==> config.mk <==
export PLATFORM = sky130hd
export DESIGN_NAME = dac_stream_tx_flat
export DESIGN_NICKNAME = d
export VERILOG_FILES = /design/src/rtl/dac_stream_tx_if.sv /design/src/rtl/dac_stream_tx.sv /design/src/flat_wrapper.sv
export SDC_FILE = /design/constraint.sdc
export NUM_CORES = 1
export LEC_CHECK = 0
export BUFFER_PORTS_ARGS = -buffer_cell sky130_fd_sc_hd__buf_2
export CAP_MARGIN = 10
export CORE_ASPECT_RATIO = 1.1
export CORE_MARGIN = 2
export CORE_UTILIZATION = 54
export CTS_CLUSTER_SIZE = 10
export DETAILED_ROUTE_END_ITERATION = 10
export PLACE_DENSITY = 0.75
export RECOVER_POWER = 25
export SYNTH_ARGS = -nofsm -noshare
export SYNTH_HDL_FRONTEND = slang
export SYNTH_SLANG_ARGS = --single-unit
export TNS_END_PERCENT = 20
==> constraint.sdc <==
create_clock -name clk -period 2.4 [get_ports clk]
set_input_delay 0.24 -clock clk [delete_from_list [all_inputs] [get_ports clk]]
set_output_delay 0.24 -clock clk [all_outputs]
set_load 0.02 [all_outputs]
==> src/rtl/dac_stream_tx_if.sv <==
// Sample stream handshake between a PCM producer and the DAC serial transmitter.
interface dac_stream_tx_if #(
  parameter int N = 16
) ();
  logic [N-1:0] sample_data;
  logic         sample_valid;
  logic         sample_ready;

  modport master (output sample_data, output sample_valid, input sample_ready);
  modport slave  (input sample_data, input sample_valid, output sample_ready);
endinterface

==> src/rtl/dac_stream_tx.sv <==
// I2S mono DAC transmitter: FIFO-buffered PCM samples are serialised on both channels.
// Optional DAC_TX_HOLD_LAST_EN: repeat the last sample on underflow instead of silence.
module dac_stream_tx #(
  parameter int N          = 16,
  parameter int FIFO_DEPTH = 4
) (
  input  logic                          clk,
  input  logic                          rst_n,
  dac_stream_tx_if.slave                smp_if,
  input  logic                          bclk,
  input  logic                          daclrck,
  output logic                          dacdat,
  output logic                          underflow,
  output logic [$clog2(FIFO_DEPTH):0]   fifo_level
);

  localparam int AW = $clog2(FIFO_DEPTH);
  localparam int LW = AW + 1;
  localparam int CW = $clog2(N + 1);

  typedef enum logic [1:0] {
    WAIT_SYNC = 2'd0,
    SHIFT     = 2'd1,
    PAD       = 2'd2
  } state_t;

  logic          r_bclk_s1, r_bclk_s2, r_bclk_d;
  logic          r_lrck_s1, r_lrck_s2, r_lrck_prev;
  logic [N-1:0]  r_mem [FIFO_DEPTH];
  logic [AW-1:0] r_wptr, r_rptr;
  logic [LW-1:0] r_level;
  logic [N-1:0]  r_held;
  logic          r_underflow;
  state_t        r_state;
  logic [N-1:0]  r_shreg;
  logic [CW-1:0] r_cnt;
  logic          r_dacdat;

  logic          w_bfall, w_bnd, w_left;
  logic          w_full, w_empty, w_push, w_pop;
  logic [N-1:0]  w_held_nx, w_word;
  state_t        w_state_nx;
  logic [N-1:0]  w_shreg_nx;
  logic [CW-1:0] w_cnt_nx;
  logic          w_dacdat_nx;

  assign w_bfall = r_bclk_d & ~r_bclk_s2;
  assign w_bnd   = w_bfall & (r_lrck_s2 != r_lrck_prev);
  assign w_left  = w_bnd & ~r_lrck_s2;

  assign w_full  = (r_level == LW'(FIFO_DEPTH));
  assign w_empty = (r_level == '0);
  assign w_push  = smp_if.sample_valid & ~w_full;
  assign w_pop   = w_left & ~w_empty;

  assign smp_if.sample_ready = ~w_full;
  assign dacdat              = r_dacdat;
  assign underflow           = r_underflow;
  assign fifo_level          = r_level;

  always_comb begin
    w_held_nx = r_held;
    if (w_left) begin
      if (!w_empty) w_held_nx = r_mem[r_rptr];
`ifdef DAC_TX_HOLD_LAST_EN
      else          w_held_nx = r_held;
`else
      else          w_held_nx = '0;
`endif
    end
  end

  // Right boundaries leave the held sample untouched, so both channels load the same word.
  assign w_word = w_held_nx;

  always_ff @(posedge clk or negedge rst_n) begin
    if (!rst_n) begin
      r_bclk_s1   <= 1'b0;
      r_bclk_s2   <= 1'b0;
      r_bclk_d    <= 1'b0;
      r_lrck_s1   <= 1'b0;
      r_lrck_s2   <= 1'b0;
      r_lrck_prev <= 1'b0;
      r_wptr      <= '0;
      r_rptr      <= '0;
      r_level     <= '0;
      r_held      <= '0;
      r_underflow <= 1'b0;
    end else begin
      r_bclk_s1   <= bclk;
      r_bclk_s2   <= r_bclk_s1;
      r_bclk_d    <= r_bclk_s2;
      r_lrck_s1   <= daclrck;
      r_lrck_s2   <= r_lrck_s1;
      if (w_bfall) r_lrck_prev <= r_lrck_s2;
      if (w_push)  r_wptr <= r_wptr + AW'(1);
      if (w_pop)   r_rptr <= r_rptr + AW'(1);
      case ({w_push, w_pop})
        2'b10:   r_level <= r_level + LW'(1);
        2'b01:   r_level <= r_level - LW'(1);
        default: r_level <= r_level;
      endcase
      r_held      <= w_held_nx;
      r_underflow <= w_left & w_empty;
    end
  end

  always_ff @(posedge clk) begin
    if (w_push) r_mem[r_wptr] <= smp_if.sample_data;
  end

  always_comb begin
    w_state_nx  = r_state;
    w_shreg_nx  = r_shreg;
    w_cnt_nx    = r_cnt;
    w_dacdat_nx = r_dacdat;
    case (r_state)
      WAIT_SYNC: begin
        w_dacdat_nx = 1'b0;
        if (w_left) begin
          w_state_nx = SHIFT;
          w_shreg_nx = w_word;
          w_cnt_nx   = CW'(N);
        end
      end
      SHIFT: begin
        // The boundary bfall is the I2S delay slot: reload but leave dacdat alone.
        if (w_bnd) begin
          w_shreg_nx = w_word;
          w_cnt_nx   = CW'(N);
        end else if (w_bfall) begin
          w_dacdat_nx = r_shreg[N-1];
          w_shreg_nx  = {r_shreg[N-2:0], 1'b0};
          w_cnt_nx    = r_cnt - CW'(1);
          if (r_cnt == CW'(1)) w_state_nx = PAD;
        end
      end
      PAD: begin
        if (w_bnd) begin
          w_state_nx = SHIFT;
          w_shreg_nx = w_word;
          w_cnt_nx   = CW'(N);
        end else if (w_bfall) begin
          w_dacdat_nx = 1'b0;
        end
      end
      default: w_state_nx = WAIT_SYNC;
    endcase
  end

  always_ff @(posedge clk or negedge rst_n) begin
    if (!rst_n) begin
      r_state  <= WAIT_SYNC;
      r_shreg  <= '0;
      r_cnt    <= '0;
      r_dacdat <= 1'b0;
    end else begin
      r_state  <= w_state_nx;
      r_shreg  <= w_shreg_nx;
      r_cnt    <= w_cnt_nx;
      r_dacdat <= w_dacdat_nx;
    end
  end

endmodule
==> src/flat_wrapper.sv <==
// flat-port wrapper written by rule: the top's interface ports become plain ports
module dac_stream_tx_flat 
#(
  parameter int N          = 16,
  parameter int FIFO_DEPTH = 4
)
  (clk, rst_n, bclk, daclrck, dacdat, underflow, fifo_level, smp_if_sample_data, smp_if_sample_valid, smp_if_sample_ready);
  dac_stream_tx_if #(.N(N)) smp_if_i ();
  input  logic clk;
  input  logic rst_n;
  input  logic bclk;
  input  logic daclrck;
  output logic dacdat;
  output logic underflow;
  output logic [$clog2(FIFO_DEPTH):0] fifo_level;
  input wire logic [$bits(smp_if_i.sample_data)-1:0] smp_if_sample_data;
  input wire logic [$bits(smp_if_i.sample_valid)-1:0] smp_if_sample_valid;
  output wire logic [$bits(smp_if_i.sample_ready)-1:0] smp_if_sample_ready;
  assign smp_if_i.sample_data = smp_if_sample_data;
  assign smp_if_i.sample_valid = smp_if_sample_valid;
  assign smp_if_sample_ready = smp_if_i.sample_ready;
  dac_stream_tx #(.N(N), .FIFO_DEPTH(FIFO_DEPTH)) u_core (.clk(clk), .rst_n(rst_n), .smp_if(smp_if_i), .bclk(bclk), .daclrck(daclrck), .dacdat(dacdat), .underflow(underflow), .fifo_level(fifo_level));
endmodule
==> Word-level counts from Yosys, hierarchy flattened <==
Memory sizes are Yosys's and may differ from the RTL's.
Index checks and enable logic that the tools add are counted.
{ "totals": {"reg_bits": 54, "input_bits": 21, "elab_cells": 79, "rom_bits": 0, "ramBits": 64, "n_memories": 1, "latchBits": 0, "out_inout_bits": 6} }
{ "memory_table": {"columns": ["name", "words", "word_bits", "rd", "rd_ports_with_merged_regs", "wr", "line", "rtl"], "rows": [
  ["u_core.r_mem", 4, 16, 1, 0, 1, "dac_stream_tx.sv:29", "logic [N-1:0] r_mem [FIFO_DEPTH];"]
]} }
{ "op_classes": {"mux": 26, "n_eq_ne": 15, "bitwise_logic": 10, "n_div": 0, "add_sub_neg": 5, "magnitude_cmp": 0, "mul": 0, "n_reduce_logical": 7, "shift": 0} }
{ "ops": {"columns": ["operator", "n"], "rows": [
  ["2-to-1 mux 16 bit", 6],
  ["one-hot mux 16 bit (3 select lines)", 1],
  ["2-to-1 mux 5 bit", 4],
  ["one-hot mux 5 bit (3 select lines)", 1],
  ["2-to-1 mux 2 bit", 5],
  ["!= test 2 x 1 -> 1 bit, second input constant", 5],
  ["AND reduction 5 bit", 2],
  ["bitwise AND 1 bit", 6],
  ["2-to-1 mux 1 bit", 6],
  ["one-hot mux 2 bit (3 select lines)", 1],
  ["one-hot mux 3 bit (2 select lines)", 1],
  ["equality test 5 x 1 -> 1 bit, second input constant", 1],
  ["subtractor 5 x 1 -> 5 bit, second input constant", 1],
  ["adder 2 x 1 -> 2 bit, second input constant", 2],
  ["equality test 2 x 1 -> 1 bit, second input constant", 2],
  ["equality test 2 bit, second input constant", 2],
  ["!= test 2 bit, second input constant", 2],
  ["NOT 1 bit", 4],
  ["AND reduction 4 bit", 1],
  ["adder 3 x 1 -> 3 bit, second input constant", 1],
  ["equality test 3 bit, second input constant", 1],
  ["zero test 3 bit", 1],
  ["!= test 3 x 1 -> 1 bit, second input constant", 1],
  ["one-hot mux 1 bit (3 select lines)", 1],
  ["5 further kinds", 5]
]} }

==> Logic depth before layout (Yosys ltp) <==
Gate-level depths: netlist (run 1).
{ "logic_depth": {"depth_word": 7, "ltp_mapped": 11} }

==> Least setup slack after synthesis (run 1) <==
Ideal clock, no wire load.
{ "synth_timing": {"path_type": "register to register", "startpoint": "reg u_core.r_lrck_s2", "endpoint": "reg u_core.r_level[2], in the netlist u_core.fifo_level[2]", "t_arrival_ps": 2231, "period_less_slack_ps": 2311, "stages_incl_launch_ff": 12, "n_path_buf": 3, "path_slack_ps": 89, "required_time_ps": 2320, "setup_ps": 80, "cell_sequence": "dfrtp_1 nand4bb_1 buf_2 nor2_4 buf_6 buf_2 ha_1 inv_1 fa_1 xor2_1 nor2_1 xor2_1"} }
{ "synth_between": {"elab_chain_len": 6} }
{ "synth_lines": {"columns": ["item", "line", "rtl"], "rows": [
  ["from (decl)", "dac_stream_tx.sv:28", "logic r_lrck_s1, r_lrck_s2, r_lrck_prev;"],
  ["from (signal assigned)", "dac_stream_tx.sv:94", "r_lrck_s2 <= r_lrck_s1;"],
  ["!= test 1 bit", "dac_stream_tx.sv:48", "assign w_bnd = w_bfall & (r_lrck_s2 != r_lrck_prev);"],
  ["bitwise AND 1 bit", "dac_stream_tx.sv:48", null],
  ["bitwise AND 1 bit (*)", "dac_stream_tx.sv:49", "assign w_left = w_bnd & ~r_lrck_s2;"],
  ["bitwise AND 1 bit (*)", "dac_stream_tx.sv:54", "assign w_pop = w_left & ~w_empty;"],
  ["named net u_core.w_pop", "dac_stream_tx.sv:40", "logic w_full, w_empty, w_push, w_pop;"],
  ["equality test 2 x 1 -> 1 bit or equality test 2 bit (tied branches)", "dac_stream_tx.sv:98", "case ({w_push, w_pop})"],
  ["one-hot mux 3 bit (2 select lines) or nonzero test 2 bit (tied branches)", null, null],
  ["to (signal assigned)", "dac_stream_tx.sv:99", "2'b10: r_level <= r_level + LW'(1);"],
  ["to (signal assigned)", "dac_stream_tx.sv:100", "2'b01: r_level <= r_level - LW'(1);"],
  ["to (signal assigned)", "dac_stream_tx.sv:101", "default: r_level <= r_level;"],
  ["to (decl)", "dac_stream_tx.sv:31", "logic [LW-1:0] r_level;"]
]} }
Mark *: on every way through the listed nets, which the timed path passes. The rest lies on a longest branch.
A chain may end at the register's enable or synchronous reset.

==> Final worst setup path (run 1) <==
{ "layout_timing": {"startpoint": "reg u_core.r_level[0], in the netlist u_core.fifo_level[0]", "endpoint": "reg u_core.r_level[2], in the netlist u_core.fifo_level[2]"} }
{ "layout_between": {"elab_chain_len": 5} }
{ "layout_lines": {"columns": ["item", "line"], "rows": [
  ["equality test 3 bit or zero test 3 bit (tied branches)", "dac_stream_tx.sv:51, dac_stream_tx.sv:52"],
  ["NOT 1 bit, on equally long branches", "dac_stream_tx.sv:53, dac_stream_tx.sv:54"],
  ["bitwise AND 1 bit, on equally long branches", "dac_stream_tx.sv:53, dac_stream_tx.sv:54"],
  ["equality test 2 x 1 -> 1 bit or equality test 2 bit (tied branches)", "dac_stream_tx.sv:98"],
  ["one-hot mux 3 bit (2 select lines) or nonzero test 2 bit (tied branches)", null]
]} }
Several ways; a longest one is shown, not always the timed one.

==> impl_results.md, run 1 <==
- Status: completed
- Worst path bufs/invs: 3
- Layout area overhead: 20.4%
- Final setup fails: 0
- Initial DRC count: between 150 and 200
- Power, Total: between 7000 and 8000 uW
- Commonest non-fill, non-tap cell in the layout: edfxtp_1
- HPWL after detailed placement: around 5200 um
- Final Skew: between 8 and 9 ps
- Gr ovfl total: 0
- Std-Cell Rows: 36
- Synth Flop Type: edfxtp_1
- Final period util: between 80% and 90%
- Pin count of the biggest net entering global routing: 36
- First drt pass iteration count: 4
- Pwr per Cell Area: ~1200 mW/mm2
- Crit path cell chain: inv_1 > nand3_1 > and2_1 > inv_1 > ha_1 > inv_1 > fa_1 > xor2_1 > nor2_1 > xor2_1
- Rel. slew slack: roughly half
- Register area share after synthesis: about two thirds
- Total CTS buffers: 17
- Die height: 104 um
- Worst-path clk slew: roughly 60 ps
- Achievable frequency: 482 MHz
- Total of warnings raised by yosys: 0
- Pre-CTS setup slack: around 340 ps
- Crit path max-delay cell type: dfrtp_1
- Via-to-Cell Ratio: ~5.7
- CP dominant cell by count: inv_1
- Delay-heaviest family, CP: adder cells
- Die area: around 0.01 mm2
- Final count of hold timing violations: 0
- Fin area: 0.00586 mm2
- CP Class: register to register
- Diode count: 0
- Ys async rst share: a little under half
- Vias in the first global route: ~2900
- Placed Area: approximately 0.005 mm2
- Count of cell types in the netlist: between 40 and 50
- Worst Slack Setup Final: about 320 ps
- DR vias: between 2000 and 3000
- CTS H-tree lvls: 4
- CTS tree: yes
- Most frequent cells in the layout: edfxtp_1, dfrtp_1, nand2_1
- All-Layer GR Usage: 20.0%
- Setup TNS: 0 ps
- Later-pin clock latency in the skew report: about 500 ps
- Syn_area_per_cell: around 16 um2
- Initial antenna violation count: 0
- Die Wd: around 95 um
- Share of layout cells above drive strength 1: about a fifth
- Clock buffer depth: 2
- Mapped Area: approximately 0.005 mm2
- Worst-path maximum fanout: 6
- Post-synth EDFFs: between 60 and 70
- IO Port Bufs: 26
- Fin. max-slew vios: 0
- Final WL: roughly 8800 um
- CTS-repair resized insts: 0
- Max-Cap Viols: 0
- Final nets: ~400
- CP peak stage delay: approximately 400 ps
- Startpoint Class: register
- Synth Net Count: approximately 340
- Crit path DAT: roughly 2500 ps
- Critical Path RT: around 2800 ps
- # clock sinks: approximately 120
- Hold WC Path Type: input pin to register
- GPL Wtd Cong: approximately 0.85
- Number of fill cells in the layout: ~610
- # DRC: 0
- Flops & latches, synth: 118
- DR WL/cell: approximately 18 um
- Cell count after synthesis: around 310
- Final min period: between 2000 and 2500 ps
- CTS root buffer: clkbuf_8
- Post-CTS setup buffers: 0
- Lkg Pwr: 0.00231 uW
- Peak supply drop: 0.730 mV
- CP Capture Type: register
- Unrepaired setup endpoints after global routing: no
- Ports: 27
- Worst slew pin tran: ~780 ps
- CTS Hold Bufs: 19
- Initial Util: between 50% and 60%
- Core Footprint: between 0.008 and 0.009 mm2
- Post-route ant nets: 0
- First-pass GRT wire length: between 10000 and 15000 um
-- worst reg2reg max path, cell delays in order, from the launching register on --
cell and delay (ps):
dfrtp_1 410, inv_1 110, nand3_1 160, and2_1 240, inv_1 70, ha_1 170, inv_1 60, fa_1 370
xor2_1 150, nor2_1 120, xor2_1 150
-- kinds of logic (layout without fill, tap and decap cells) --
| family | Yosys count | after routing | share of synthesized area [%] |
|---|---|---|---|
| flip-flops | 118 | 118 | 67.2 |
| multiplexers | 17 | 17 | 8.25 |
| adder cells (fa/ha/maj) | 9 | 9 | 2.41 |
| buffers and inverters | 26 | 99 | 3.11 |
| AND/OR/NAND/NOR | 66 | 66 | 6.50 |
| AO/OA/AOI/OAI | 65 | 65 | 11.1 |
| XOR/XNOR | 8 | 8 | 1.44 |
-- path summary, 6_finish.rpt --
kind                       slack, ps                 start                   end  depth (start not counted)
max                              320  u_core.fifo_level[0]  u_core.fifo_level[2]                         10
min                              170   smp_if_sample_valid      u_core.r_wptr[0]                          3
max reg2reg                      320  u_core.fifo_level[0]  u_core.fifo_level[2]                         10
min reg2reg                      370      u_core.r_lrck_s1      u_core.r_lrck_s2                          0
max in group asynchronous       1370                 rst_n     u_core.r_shreg[5]                          3
min in group asynchronous        370                 rst_n     u_core.r_held[11]                          2
-- layout make-up --
type / instances / area, um2 / area share (%)
Sequential cell: 118 / 3270 / 55.8
Multi-Input combinational cell: 165 / 1460 / 24.8
Clock buffer: 18 / 418 / 7.13
Timing Repair Buffer: 59 / 418 / 7.13
Tap cell: 114 / 143 / 2.43
Clock inverter: 14 / 125 / 2.13
Inverter: 8 / 30.0 / 0.512
-- synth_stat cells (2+ instances only) --
master / number / area, um2
a21o_1: 2 / 15.0
a21oi_1: 2 / 10.0
a221oi_1: 14 / 123
a22o_1: 11 / 96.3
a22o_2: 7 / 70.1
and3_1: 4 / 25.0
buf_2: 12 / 60.1
buf_4: 2 / 15.0
buf_6: 2 / 22.5
dfrtp_1: 54 / 1350
edfxtp_1: 64 / 1920
ha_1: 7 / 87.6
inv_1: 8 / 30.0
mux4_1: 8 / 210
mux4_2: 8 / 180
nand2_1: 25 / 93.8
nand2b_1: 3 / 18.8
nand3_1: 3 / 15.0
nor2_1: 19 / 71.3
nor2b_1: 4 / 25.0
o21ai_0: 4 / 20.0
o31ai_1: 16 / 120
xnor2_1: 4 / 35.0
xor2_1: 4 / 35.0
-- through the flow --
step / hold slack [ps] / std cells / util (%)
3_3_place_gp: 356 / 445 / 58.3
6_report: 173 / 496 / 66.4
2_1_floorplan: -55.6 / 309 / -
4_1_cts: 158 / 496 / 66.6
3_5_place_dp: 363 / 445 / 58.3
5_1_grt: 179 / 496 / 66.4
-- report_power, final --
part | switching, uW | leakage, uW | internal, uW | total, uW
clock | 902 | 0.000254 | 1380 | 2280
sequential | 318 | 0.00126 | 2760 | 3080
combinational | 998 | 0.000797 | 900 | 1900
total | 2220 | 0.00231 | 5040 | 7260
-- metal layers --
| layer | track usage [%] | vias to the layer above | part of all wire (%) |
|---|---|---|---|
| met3 | 5.89 | 9 | 2.8 |
| met5 | 0 | - | 0 |
| met4 | 6.00 | 0 | 1.2 |
| met2 | 32.4 | 59 | 53 |
| li1 | - | 1320 | - |
| met1 | 26.3 | 1424 | 43 |
-- state kept, by name (all words and copies together) (netlist names), 2 cells and up --
| signal | flops |
|---|---|
| u_core.r_cnt | 5 |
| u_core.r_wptr | 2 |
| u_core.r_shreg | 16 |
| u_core.r_state | 2 |
| u_core.fifo_level | 3 |
| u_core.r_rptr | 2 |
| u_core.r_held | 16 |
| u_core.r_mem | 64 |
No activity file was read; power rests on OpenSTA's default activity.
==> run 2: changes to the inputs <==
--- a/config.mk
+++ b/config.mk
@@ -8,7 +8,6 @@
 export BUFFER_PORTS_ARGS = -buffer_cell sky130_fd_sc_hd__buf_2
 export CAP_MARGIN = 10
 export CORE_ASPECT_RATIO = 1.1
-export CORE_MARGIN = 2
 export CORE_UTILIZATION = 54
 export CTS_CLUSTER_SIZE = 10
 export DETAILED_ROUTE_END_ITERATION = 10
==> impl_results.md, run 2 (synthesis gave the netlist of run 1 again) <==
- Final setup fails: 0 (unchanged)
- Crit path DAT: 2550 ps (+50 ps)
- CP Capture Type: register
- Commonest non-fill, non-tap cell in the layout: edfxtp_1
- Final min period: 2120 ps (+43.6 ps)
- Fin. max-slew vios: 0 (unchanged)
- DR WL/cell: 18.5 um (+4.4%)
- IO Port Bufs: 26 (unchanged)
- # DRC: 0 (unchanged)
- Hold WC Path Type: input pin to register
- Largest register FFs: 64 (unchanged)
- Final count of hold timing violations: 0 (unchanged)
- First drt pass iteration count: 4 (unchanged)
- Gr ovfl total: 0 (unchanged)
- Unrepaired setup endpoints after global routing: no
- Storage cell area: 0.00327 mm2 (unchanged)
- Ports: 27 (unchanged)
- First-pass GRT wire length: 15100 um (+2.8%)
- Setup TNS: 0 ps (unchanged)
- Fin area: 0.00586 mm2 (-0.11%)
- Startpoint Class: register
- CTS tree: yes
- CTS root buffer: clkbuf_8
- Core Util, Final: 68.2% (+1.8 points)
- CTS Hold Bufs: 19 (unchanged)
- Biggest regs: u_core.r_mem x64, u_core.r_held x16, u_core.r_shreg x16
- Pre-CTS setup slack: 283 ps (-57.8 ps)
- Later-pin clock latency in the skew report: 510 ps (about the same)
- GPL Wtd Cong: 0.761 (-10%)
- Achievable frequency: 472 MHz (-2.1%)
- Pwr per Cell Area: 1260 mW/mm2 (+1.5%)
- Max-Cap Viols: 0 (unchanged)
- Final nets: 396 (-0.50%)
- Total CTS buffers: 17 (unchanged)
- Final WL: 9080 um (+3.3%)
- Lkg Pwr: 0.00232 uW (+0.33%)
- Vias in the first global route: 3049 (+5.8%)
- Std-Cell Rows: 35 (-2.8%)
- Rel. slew slack: 42.3% (-6.0 points)
- Diode count: 0 (unchanged)
- HPWL after detailed placement: 5010 um (-3.5%)
- Layout area overhead: 20.2%
- Pin count of the biggest net entering global routing: 40 (+11%)
- Peak supply drop: 0.928 mV (+27%)
- Worst-path clk slew: 60 ps (about the same)
- Most frequent cells in the layout: edfxtp_1, dfrtp_1, nand2_1
- Clock buffer depth: 2 (unchanged)
- CTS H-tree lvls: 4 (unchanged)
- Final period util: 88.3% (+1.8 points)
- Post-Place Cells: 440 (-1.1%)
- Via-to-Cell Ratio: 5.87 (+3.5%)
- Die Wd: 92.6 um (-2.1%)
- Die height: 102 um (-1.9%)
- Initial antenna violation count: 0 (unchanged)
- Final non-filler cell total: 491 (-1.0%)
- Multi-input gate area: 0.00146 mm2 (unchanged)
- Post-CTS setup buffers: 0 (unchanged)
- Worst-path maximum fanout: 6 (unchanged)
- Core Footprint: 0.00858 mm2 (-2.8%)
- Critical Path RT: 2830 ps (about the same)
- CP Class: register to register
- Status: completed
- Worst Slack Setup Final: 280 ps (-43.6 ps)
- Top reg by flops: u_core.r_mem
- Post-route ant nets: 0 (unchanged)
- Initial DRC count: 256 (+54%)
- Die area: 0.00940 mm2 (-4.0%)
- Number of fill cells in the layout: 598 (-1.5%)
- Worst slew pin tran: 866 ps (+90.4 ps)
- DR vias: 2881 (+2.5%)
- Placed Area: 0.00512 mm2 (-0.61%)
- All-Layer GR Usage: 21.9% (+1.9 points)
- Share of layout cells above drive strength 1: 19.2% (-0.16 points)
- CTS-repair resized insts: 0 (unchanged)
- Initial Util: 56.7% (+1.6 points)
- # clock sinks: 118 (unchanged)
- Final Skew: 10.5 ps (+2.36 ps)
## run 2: area by class of cell
cell class | count | share of cell area, %
well taps | 111 | 2.37
inverters | 8 | 0.513
clock buffers | 18 | 7.14
multi-input cells | 165 | 24.9
flip-flops and latches | 118 | 55.9
clock inverters | 14 | 2.54
repair buffers | 57 | 6.69
## run 2: stage by stage
step	hold WS, ps	total power, uW
after floorplan	-55.6	4470
after global placement	355	4860
after detailed placement	350	4940
after CTS	144	7400
after global routing	180	7730
final	162	7350
## run 2: layer usage
metal  up-vias  global-route usage, %  share of wire (%)
met5         -                      0                  0
met4         0                   9.38                1.6
met3        17                   6.46                3.2
met2        72                   35.9                 52
met1      1480                   27.3                 43
li1       1312                      -                  -
## run 2: final timing paths
check                                           from              endpoint  slack, ps  depth (start not counted)
min in group asynchronous                      rst_n      u_core.r_bclk_s1        380                          2
worst max-delay path            u_core.fifo_level[0]  u_core.fifo_level[2]        280                         10
max in group asynchronous                      rst_n      u_core.r_held[9]       1350                          3
worst min register to register      u_core.r_lrck_s1      u_core.r_lrck_s2        370                          0
worst max register to register  u_core.fifo_level[0]  u_core.fifo_level[2]        280                         10
worst min-delay path             smp_if_sample_valid      u_core.r_wptr[0]        160                          3
## run 2: where the power goes
group	switching [uW]	total (uW)	internal, uW
Sequential	321	3080	2760
Combinational	1020	1890	863
Clock	899	2380	1480
## run 2: critical path: stages, from the launching register on
cell and delay, ps:
dfrtp_1 410, inv_1 110, nand3_1 160, and2_1 250, inv_1 70, ha_1 170, inv_1 60, fa_1 370
xor2_1 150, nor2_1 130, xor2_1 160
==> run 3: changes to the inputs <==
--- a/config.mk
+++ b/config.mk
@@ -7,11 +7,13 @@
 export LEC_CHECK = 0
 export BUFFER_PORTS_ARGS = -buffer_cell sky130_fd_sc_hd__buf_2
 export CAP_MARGIN = 10
+export CELL_PAD_IN_SITES_DETAIL_PLACEMENT = 2
+export CELL_PAD_IN_SITES_GLOBAL_PLACEMENT = 2
 export CORE_ASPECT_RATIO = 1.1
-export CORE_UTILIZATION = 54
+export CORE_UTILIZATION = 40
 export CTS_CLUSTER_SIZE = 10
 export DETAILED_ROUTE_END_ITERATION = 10
-export PLACE_DENSITY = 0.75
+export PLACE_DENSITY_LB_ADDON = 0.1
 export RECOVER_POWER = 25
 export SYNTH_ARGS = -nofsm -noshare
 export SYNTH_HDL_FRONTEND = slang
==> impl_results.md, run 3 (synthesis gave the netlist of run 1 again) <==
- Number of fill cells in the layout: 1055 (+76%)
- Worst-path clk slew: 60 ps (about the same)
- Gr ovfl total: 0 (unchanged)
- R2r startpoint: u_core.fifo_level[0]
- Diode count: 0 (unchanged)
- DR vias: 2767 (-4.0%)
- Std-Cell Rows: 41 (+17%)
- Layout area overhead: 19.2%
- Largest register FFs: 64 (unchanged)
- Core Footprint: 0.0116 mm2 (+36%)
- # DRC: 0 (unchanged)
- Status: completed
- Crit Reg-Reg Endpoint: u_core.fifo_level[2]
- Total CTS buffers: 17 (unchanged)
- Max-Cap Viols: 0 (unchanged)
- Met1 Use GR: 23.6% (-3.8 points)
- Crit path cell chain: inv_1 > nand3_1 > and2_1 > inv_1 > ha_1 > inv_1 > fa_1 > xor2_1 > nor2_1 > xor2_1
- Initial Util: 41.8% (-15 points)
- All-Layer GR Usage: 18.4% (-3.5 points)
- First-pass GRT wire length: 17200 um (+14%)
- Clock buffer depth: 2 (unchanged)
- Ports: 27 (unchanged)
- Lkg Pwr: 0.00227 uW (-2.0%)
- Post-CTS setup buffers: 0 (unchanged)
- Hold path depth: 1 (-2)
- Worst hold slack: 75.3 ps (-86.9 ps)
- Critical Path RT: 2730 ps (-100 ps)
- Peak supply drop: 0.501 mV (-46%)
- Worst-path maximum fanout: 6 (unchanged)
- Vias in the first global route: 3104 (+1.8%)
- R2R depth: 10 (unchanged)
- Crit path DAT: 2410 ps (-140 ps)
- Initial antenna violation count: 0 (unchanged)
- CTS Hold Bufs: 3 (-16)
- Achievable frequency: 481 MHz (+1.9%)
- CP Class: register to register
- Die area: 0.0126 mm2 (+34%)
- GPL Wtd Cong: 0.690 (-9.3%)
- Crit path max-delay cell type: dfrtp_1
- Die height: 118 um (+16%)
- Fin. max-slew vios: 0 (unchanged)
- CTS tree: yes
- Initial DRC count: 148 (-42%)
- IO Port Bufs: 26 (unchanged)
- Commonest non-fill, non-tap cell in the layout: edfxtp_1
- CP peak stage delay: 410 ps (about the same)
- Unrepaired setup endpoints after global routing: no
- CTS H-tree lvls: 4 (unchanged)
- Pin count of the biggest net entering global routing: 34 (-15%)
- # clock sinks: 118 (unchanged)
- Share of layout cells above drive strength 1: 19.7% (+0.46 points)
- Final min period: 2080 ps (-39.7 ps)
- Setup TNS: 0 ps (unchanged)
- CTS root buffer: clkbuf_16
- GRT busiest layer: met2
- Final nets: 382 (-3.5%)
- Most frequent cells in the layout: edfxtp_1, dfrtp_1, nand2_1
- Rel. slew slack: 55.1% (+13 points)
- Final count of hold timing violations: 0 (unchanged)
- CTS-repair resized insts: 0 (unchanged)
- DR WL/cell: 19.8 um (+7.1%)
- Later-pin clock latency in the skew report: 410 ps (-100 ps)
- CP dominant cell by count: inv_1
- HP Start: smp_if_sample_data[3]
- Met2 Track Usage GR: 30.4% (-5.5 points)
- Setup crit start: u_core.fifo_level[0]
- Via-to-Cell Ratio: 5.36 (-8.6%)
- Startpoint Class: register
- Biggest regs: u_core.r_mem x64, u_core.r_held x16, u_core.r_shreg x16
- Final Skew: 8.94 ps (-1.51 ps)
- Pwr per Cell Area: 1310 mW/mm2 (+4.0%)
- Top reg by flops: u_core.r_mem
- HPWL after detailed placement: 6350 um (+27%)
- Hold WC Path Type: input pin to register
- First drt pass iteration count: 4 (unchanged)
- Final WL: 10200 um (+13%)
- Die Wd: 107 um (+16%)
- Final period util: 86.7% (-1.7 points)
- Met3 Use GR: 4.10% (-2.4 points)
- Setup slack, reg-to-reg: 320 ps (+40 ps)
- CP Capture Type: register
- Min-Delay Endpoint: u_core.r_mem[3][3]
- Final setup fails: 0 (unchanged)
- Worst slew pin tran: 674 ps (-193 ps)
- Post-route ant nets: 0 (unchanged)
-- run 3: cell types whose count changed in the layout (fill, tap and decap cells not counted), sizes merged --
cell and delta:
clkinv +2, bufinv +1, inv -4, buf +1, clkbuf +1, dlygate4sd3 -16, clkinvlp +1
-- run 3: where the power goes --
part	internal (uW)	switching, uW	leakage (uW)	total (uW)
Combinational	893	1090	0.000735	1990
Clock	1620	882	0.000276	2500
Sequential	2760	329	0.00126	3090
Total	5270	2310	0.00227	7580
-- run 3: how the worst max path moves through the flow --
stage / cells past startpoint / to / slack, ps
floorplan: 11 / u_core.fifo_level[2] / 90
global placement: 10 / u_core.fifo_level[2] / 390
detailed placement: 10 / u_core.fifo_level[2] / 320
CTS: 10 / u_core.fifo_level[2] / 300
global route: 10 / u_core.fifo_level[2] / 110
finish: 10 / u_core.fifo_level[2] / 320
-- run 3: critical path: cells and delay by family (launching register included) --
| kind | cells | cell delay (ps) |
|---|---|---|
| and+or+nand+nor | 3 | 530 |
| adders and majority gates | 2 | 530 |
| xor gates and xnor gates | 2 | 290 |
| DFF | 1 | 410 |
| buffers and inverters | 3 | 230 |
-- run 3: metal layers --
metal / vias to the layer above / share of wire [%]
li1: 1282 / -
met1: 1428 / 44
met2: 42 / 52
met3: 15 / 2.6
met4: 0 / 1.4
met5: - / 0
-- run 3: final cells by class --
class | instances | area, um2 | area share, %
flip-flops and latches | 118 | 3270 | 56.4
multi-input cells | 165 | 1460 | 25.1
clock buffers | 18 | 429 | 7.39
repair buffers | 43 | 270 | 4.66
well taps | 150 | 188 | 3.23
clock inverters | 14 | 159 | 2.74
inverters | 8 | 30.0 | 0.517
-- run 3: per-stage QoR --
step	utilization, %	setup WS [ps]	cell area, um2	std cells	power, uW
CTS	50.0	300	5830	516	7710
global route	49.9	106	5810	516	8010
global placement	44.7	385	5210	481	5010
detailed placement	44.7	324	5210	481	5110
finish	49.9	320	5810	516	7580
floorplan	-	89.1	4870	309	4470
